## src/rtl/two_ops_pipe.sv

```systemverilog
// two_ops_pipe: two-stage valid/ready pipeline computing a = (z + x) - z
// modulo 2^WIDTH, which always reproduces x. Stage 1 registers the sum and
// a copy of z; stage 2 performs the subtraction as s + ~z + 1.
// Optional build macro: TWO_OPS_CARRY_EN adds the cout/bout flag outputs.
module two_ops_pipe #(
    parameter int unsigned WIDTH = 8
) (
    input  logic             CLK,
    input  logic             ASYNCRESETN,
    input  logic [WIDTH-1:0] z,
    input  logic [WIDTH-1:0] x,
    output logic [WIDTH-1:0] a,
    input  logic             in_valid,
    output logic             in_ready,
    output logic             out_valid,
    input  logic             out_ready
`ifdef TWO_OPS_CARRY_EN
    ,
    output logic             cout,
    output logic             bout
`endif
);

    logic             r_v1;
    logic             r_v2;
    logic [WIDTH-1:0] r_s;
    logic [WIDTH-1:0] r_zc;
    logic [WIDTH-1:0] r_a;
    logic             w_ld1;
    logic             w_ld2;
    logic             w_acc;
    logic [WIDTH:0]   w_sum;
    logic [WIDTH:0]   w_diff;

    // Load conditions; in_ready is held low while reset is asserted so the
    // first acceptance happens on the first edge after release.
    always_comb begin
        w_ld2    = !r_v2 || out_ready;
        w_ld1    = !r_v1 || w_ld2;
        in_ready = ASYNCRESETN && w_ld1;
        w_acc    = in_valid && in_ready;
    end

    // Stage arithmetic, one bit wider to expose the carries
    always_comb begin
        w_sum  = {1'b0, z} + {1'b0, x};
        w_diff = {1'b0, r_s} + {1'b0, ~r_zc} + {{WIDTH{1'b0}}, 1'b1};
    end

    // Stage 1: register sum, copy of z and valid bit
    always_ff @(posedge CLK or negedge ASYNCRESETN) begin
        if (!ASYNCRESETN) begin
            r_v1 <= 1'b0;
            r_s  <= '0;
            r_zc <= '0;
        end else if (w_ld1) begin
            r_v1 <= w_acc;
            r_s  <= w_sum[WIDTH-1:0];
            r_zc <= z;
        end
    end

    // Stage 2: register difference and output valid bit
    always_ff @(posedge CLK or negedge ASYNCRESETN) begin
        if (!ASYNCRESETN) begin
            r_v2 <= 1'b0;
            r_a  <= '0;
        end else if (w_ld2) begin
            r_v2 <= r_v1;
            r_a  <= w_diff[WIDTH-1:0];
        end
    end

`ifdef TWO_OPS_CARRY_EN
    logic r_c1;
    logic r_cout;
    logic r_bout;

    // Carry of z + x travels with stage 1 data
    always_ff @(posedge CLK or negedge ASYNCRESETN) begin
        if (!ASYNCRESETN) begin
            r_c1 <= 1'b0;
        end else if (w_ld1) begin
            r_c1 <= w_sum[WIDTH];
        end
    end

    // Flags aligned with a; borrow is the inverted subtract carry
    always_ff @(posedge CLK or negedge ASYNCRESETN) begin
        if (!ASYNCRESETN) begin
            r_cout <= 1'b0;
            r_bout <= 1'b0;
        end else if (w_ld2) begin
            r_cout <= r_c1;
            r_bout <= ~w_diff[WIDTH];
        end
    end

    assign cout = r_cout;
    assign bout = r_bout;
`endif

    assign a         = r_a;
    assign out_valid = r_v2;

endmodule

```

## config.mk

```make
export PLATFORM = sky130hd
export DESIGN_NAME = two_ops_pipe
export DESIGN_NICKNAME = d
export VERILOG_FILES = /design/src/rtl/two_ops_pipe.sv
export SDC_FILE = /design/constraint.sdc
export NUM_CORES = 1
export LEC_CHECK = 0
export BUFFER_PORTS_ARGS = -buffer_cell sky130_fd_sc_hd__buf_2
export CORE_MARGIN = 2
export CORE_UTILIZATION = 50
export DETAILED_ROUTE_END_ITERATION = 6
export GPL_TIMING_DRIVEN = 0
export PLACE_DENSITY = 0.73
export SLEW_MARGIN = 25
export SYNTH_ARGS = -nofsm -noshare
export SYNTH_HDL_FRONTEND = slang
export SYNTH_SLANG_ARGS = --single-unit
```

## constraint.sdc

```tcl
create_clock -name CLK -period 5.1 [get_ports CLK]
set_input_delay 0.255 -clock CLK [delete_from_list [all_inputs] [get_ports CLK]]
set_output_delay 0.255 -clock CLK [all_outputs]
set_load 0.01 [all_outputs]
```

==> results.cfg, run 1 <==
[outcome]
status = finished, final reports clean

[synthesis]
synth-seq-area-share_pct = 41.6
yosysWarningCount = 0
synth_area_leaders = dfrtp_1 (42%), ha_1 (11%), nand2_1 (6.5%), o21ai_0 (3.8%), o21a_1 (3.4%)
synth_top_area_share_pct = 41.6
ys_seq_elements = 26
syn_nets = 204
synth_top_cell_by_area = dfrtp_1
syn_area_um2 = 1560
synth_cells = 168
syn_avg_cell_area_um2 = 9.30
synth.distinct_cells = 31

[clock_network]
clock_sinks = 26
cts_tree = yes
cts_buffers = 3
htreeDepth = 1
cts_buffer_depth = 2
root_buffer = clkbuf_4
cts_post_setup_buffers_inserted = 0
insertion_delay_ps = 340
clk_pin_slew_ps = 150

[route]
wire_per_inst_um = 12.6
via_per_inst = 5.43
drtIter0Drc = 24
drtAntennaViolNets = 0
vias = 1277
drtPass1Iterations = 4
routed_wl_um = 2970
drc = 0

[job]
drv_cap = 0

[pwr]
p_leak_nw = 0.882
powerDensity_nw_per_um2 = 351
ir_worst_vdd_mv = 0.129

[worst_setup_path]
cp-start-kind = flop
slowest_stage = fa_1
cp.arrival_ps = 2320
cp_cell_sequence = inv_1 -> ha_1 -> inv_1 -> fa_1 -> a211oi_1 -> nor2_1 -> o21a_1 -> o21a_1 -> o31ai_1
cp-end-kind = flop
cp_slowest_stage_delay_ps = 420
cp.required_ps = 5360
critical_path_class = flop to flop
cp_max_fo = 3

[floorplan]
boundaryPins = 30
dieWidth_um = 59.9
initial_utilization_pct = 52.0
row_count = 20
core_um2 = 3000
die-area_um2 = 3590
die_y_um = 59.9

[timing]
maxClockFrequency_ghz = 0.486
slew_violations = 0
setup_tns_ps = 0
post-route-min-period_ps = 2060
rsz0062_at_grt = no
tightest_slew_ps = 589
setup_slack_ps = 3040
finalSetupViolations = 0
skew_ps = 13.2
fin_crit_sh_pct = 40.4
max_slew_margin_pct = 60.7
final-hold-violation-count = 0

[grt]
grt_pass1_wl_um = 5050
track_usage_pct = 18.5
grt_overflow = 0
grt_max_degree = 29
grt_pass1_vias = 1244
antenna_found_initial = 0

[min_path]
min_path_type = primary input to flop

[placed_design]
hpwl_um = 2370
port_buffers = 29
place_ws_ps = 3050
routabilityCongestion = 0.703

[layout]
drive_gt1_share_pct = 18.8
final_common_cell = buf_2
syn_to_final_growth_pct = 15.9
utilization_pct = 60.3
antenna_cells = 0
final_cell_mix = buf_2 (30), nand2_1 (27), dfrtp_1 (26), ha_1 (14)
nNetsFinal = 239
-- routing by layer --
| metal | vias up | routed length [um] | track usage [%] |
|---|---|---|---|
| li1 | 654 | - | - |
| met1 | 587 | 1380 | 22.9 |
| met2 | 31 | 1440 | 33.1 |
| met3 | 5 | 100 | 1.30 |
| met4 | 0 | 57 | 7.62 |
| met5 | - | 0 | 0 |
-- through the flow --
step	hold WS [ps]	std cells	instance area [um^2]	total power, mW
after global placement	283	230	1750	0.486
after detailed placement	296	230	1750	0.495
after floorplan	-40.6	168	1560	0.427
after CTS	106	235	1810	0.639
after global routing	132	235	1810	0.679
final	110	235	1810	0.635
-- state kept, by name (all words and copies together), names as in the netlist --
signal and flops:
a 8, out_valid 1, r_zc 8, r_v1 1, r_s 8
-- repair_timing --
action / CTS / global route
endpoints found under the setup margin: 0 / 0
resized for setup: 0 / 0
hold buffers: 1 / 0
endpoints found under the hold margin: 26 / 0
-- cells in the mapped netlist, drive strengths merged --
master   n
o22ai    1
o21a     7
nor2    11
o31ai    6
mux2     1
nor3     3
nor4     1
xor2     2
a31oi    2
clkbuf   3
o31a     1
a311o    1
nand2b   4
a21o     4
o21bai   1
o21ai   15
and2     2
inv     12
a21oi    7
a211oi   7
ha      14
xnor2    4
nand3    1
buf      1
dfrtp   26
nand2   27
fa       2
nor2b    2
-- where the power goes --
| part | switching [mW] | internal (mW) |
|---|---|---|
| Sequential | 0.0219 | 0.249 |
| Clock | 0.0648 | 0.0796 |
| Combinational | 0.120 | 0.100 |
| Total | 0.207 | 0.429 |
-- critical path: cells and delay by family, from the launching register on --
family	cells	cell delay [ps]
compound gates	4	810
simple gates	1	100
fa+ha+maj	2	580
flops	1	380
buf+inv	2	120
-- logic make-up (layout without fill, tap and decap cells) --
kind of cell / after synthesis / after routing / share of synthesized area, %
buffers and inverters: 16 / 50 / 3.92
and+or+nand+nor: 51 / 51 / 14.5
AOI/OAI and AO/OA: 52 / 52 / 22.1
DFF: 26 / 26 / 41.6
muxes: 1 / 1 / 0.721
xor gates and xnor gates: 6 / 6 / 3.36
adders and majority gates: 16 / 16 / 13.8
-- final timing paths --
| path | start | to | slack (ps) | cells after the start |
|---|---|---|---|---|
| worst max-delay path | r_s[0] | a[6] | 3040 | 9 |
| worst min-delay path | in_valid | r_v1 | 110 | 3 |
| worst max register to register | r_s[0] | a[6] | 3040 | 9 |
| worst min register to register | a[1] | a[1] | 480 | 2 |
| max in group asynchronous | ASYNCRESETN | a[0] | 4280 | 2 |
| min in group asynchronous | ASYNCRESETN | a[5] | 430 | 2 |
-- final cells by class --
| cell class | instances | area (um^2) |
|---|---|---|
| Tap cell | 33 | 41.3 |
| Clock inverter | 1 | 30.0 |
| Sequential cell | 26 | 651 |
| Buffer | 4 | 16.3 |
| Timing Repair Buffer | 30 | 155 |
| Fill cell | 282 | 1190 |
| Multi-Input combinational cell | 126 | 851 |
| Clock buffer | 3 | 22.5 |
| Inverter | 12 | 45.0 |
No activity file was read; power rests on OpenSTA's default activity.
==> inputs of run 2 (changes only) <==
clock period = 2 ns   (was 5.1 ns; I/O delays follow)
==> run 2 against run 1 <==
  * Combinational power increased to 2.7 times the previous value
  * Clock skew increased by 0.80 ps
  * Utilization increased by 3.2 points
  * Setup slack got worse by 3000 ps
  * Die area unchanged
  * Power increased to 2.6 times the previous value
  * Clock power increased to 2.6 times the previous value
  * Sequential share of layout area decreased by 1.8 points
  * Final cell count increased by 3.0%
  * Cell area increased by 5.4%
  * Critical path type is now primary input to flop
  * Critical endpoint is now r_s[6]
==> results.cfg, run 2 (synthesized netlist as in run 1, its figures left out) <==
[worst_setup_path]
timing.rr.end = a[6]
cp_max_fo = 3
cp.required_ps = 2270
cp.arrival_ps = 2190
worstSetupEndpoint = r_s[6]
cp-end-kind = flop
cp-start-kind = primary input
rr_worst_depth = 9
rrSetupSlack_ps = 80
crit_path_start = z[0]
r2r-start = r_s[0]
critical_path_class = primary input to flop

[pwr]
ir_worst_vdd_mv = 0.332
powerDensity_nw_per_um2 = 869
total_power_mw = 1.66
p_leak_nw = 0.914

[clock_network]
cts_buffers = 3
htreeDepth = 1
clk_pin_slew_ps = 150
insertion_delay_ps = 340
cts_buffer_depth = 2
root_buffer = clkbuf_4
clock_sinks = 26
cts_tree = yes

[placed_design]
routabilityCongestion = 0.703
port_buffers = 29
hpwl_um = 2370
placed_area_um2 = 1750

[floorplan]
die_y_um = 59.9
core_um2 = 3000
dieWidth_um = 59.9
die-area_um2 = 3590
boundaryPins = 30
initial_utilization_pct = 52.0
row_count = 20

[route]
wire_per_inst_um = 12.9
routed_wl_um = 3110
drtPass1Iterations = 4
vias = 1312
via_per_inst = 5.42
drtAntennaViolNets = 0
drc = 0
drtIter0Drc = 25

[layout]
nNetsFinal = 246
drive_gt1_share_pct = 23.0
final_area_um2 = 1910
final_common_cell = buf_2
utilization_pct = 63.6
syn_to_final_growth_pct = 22.2
final_cell_mix = buf_2 (30), nand2_1 (27), dfrtp_1 (26), ha_1 (13), o21ai_0 (12)
antenna_cells = 0

[grt]
grt_max_degree = 29
grt_overflow = 0
grt_pass1_vias = 1262
track_usage_pct = 18.9
grt_pass1_wl_um = 5140
antenna_found_initial = 0

[timing]
post-route-min-period_ps = 1930
fin_crit_sh_pct = 96.4
slew_violations = 0
tightest_slew_ps = 586
rsz0062_at_grt = yes
max_slew_margin_pct = 61.0
setup_tns_ps = 0
skew_ps = 14.0
hold_slack_ps = 9.06
finalSetupViolations = 0
maxClockFrequency_ghz = 0.519
final-hold-violation-count = 0

[job]
drv_cap = 0

[outcome]
status = finished, final reports clean

[min_path]
min_path_type = primary input to flop
run 2: changes by cell type in the layout (fill, tap and decap cells not counted), moves of 2 or more:
cell	change
buf_4	+2
dlygate4sd3_1	+5
fa_1	-2
fa_2	+2
inv_1	-2
inv_2	+2
o31ai_1	-2
o31ai_2	+2
run 2: how the worst min path moves through the flow:
stage	cells after the start	slack (ps)	from	to
floorplan	0	-200	ASYNCRESETN	a[0]
global placement	1	130	ASYNCRESETN	a[1]
detailed placement	1	140	ASYNCRESETN	a[1]
CTS	2	9	z[7]	r_zc[7]
global route	3	10	z[6]	r_zc[6]
finish	2	9	z[7]	r_zc[7]
run 2: layout make-up:
| type | count | area [um^2] |
|---|---|---|
| clock buffers | 3 | 22.5 |
| inverters | 12 | 45.0 |
| fillers | 266 | 1090 |
| repair buffers | 37 | 220 |
| clock inverters | 1 | 30.0 |
| flip-flops and latches | 26 | 651 |
| multi-input cells | 126 | 883 |
| well taps | 33 | 41.3 |
| plain buffers | 4 | 16.3 |
run 2: power by group:
group / switching, mW / leakage [nW] / internal [mW]
logic: 0.318 / 0.582 / 0.281
clock network: 0.166 / 0.0279 / 0.203
registers: 0.0583 / 0.304 / 0.635
run 2: through the flow:
| stage | std cells | setup slack [ps] |
|---|---|---|
| floorplan | 168 | 106 |
| global placement | 230 | 4.16 |
| detailed placement | 230 | -52.2 |
| CTS | 240 | 24.2 |
| global route | 242 | -61.6 |
| finish | 242 | 72.0 |
run 2: repair_timing:
action	4_1_cts	5_1_grt
pin swaps	0	7
endpoints found under the setup margin	1	2
cloned	0	0
resized for setup	2	7
setup buffers	0	2
hold endpoints to repair	31	0
hold buffers	6	0
run 2: routing by layer:
| metal | global-route usage (%) | wire length [um] | vias to the layer above |
|---|---|---|---|
| met5 | 0 | 0 | - |
| met4 | 7.62 | 57 | 0 |
| met3 | 1.30 | 84 | 5 |
| met2 | 33.7 | 1540 | 25 |
| met1 | 23.4 | 1430 | 614 |
| li1 | - | - | 668 |
run 2: worst max-delay path: stages:
cell,delay (ps)
dlygate4sd3_1,540
buf_2,130
ha_1,230
inv_1,80
fa_2,230
nor2b_4,50
o31a_1,250
o21a_1,190
o21a_1,180
o31ai_2,200
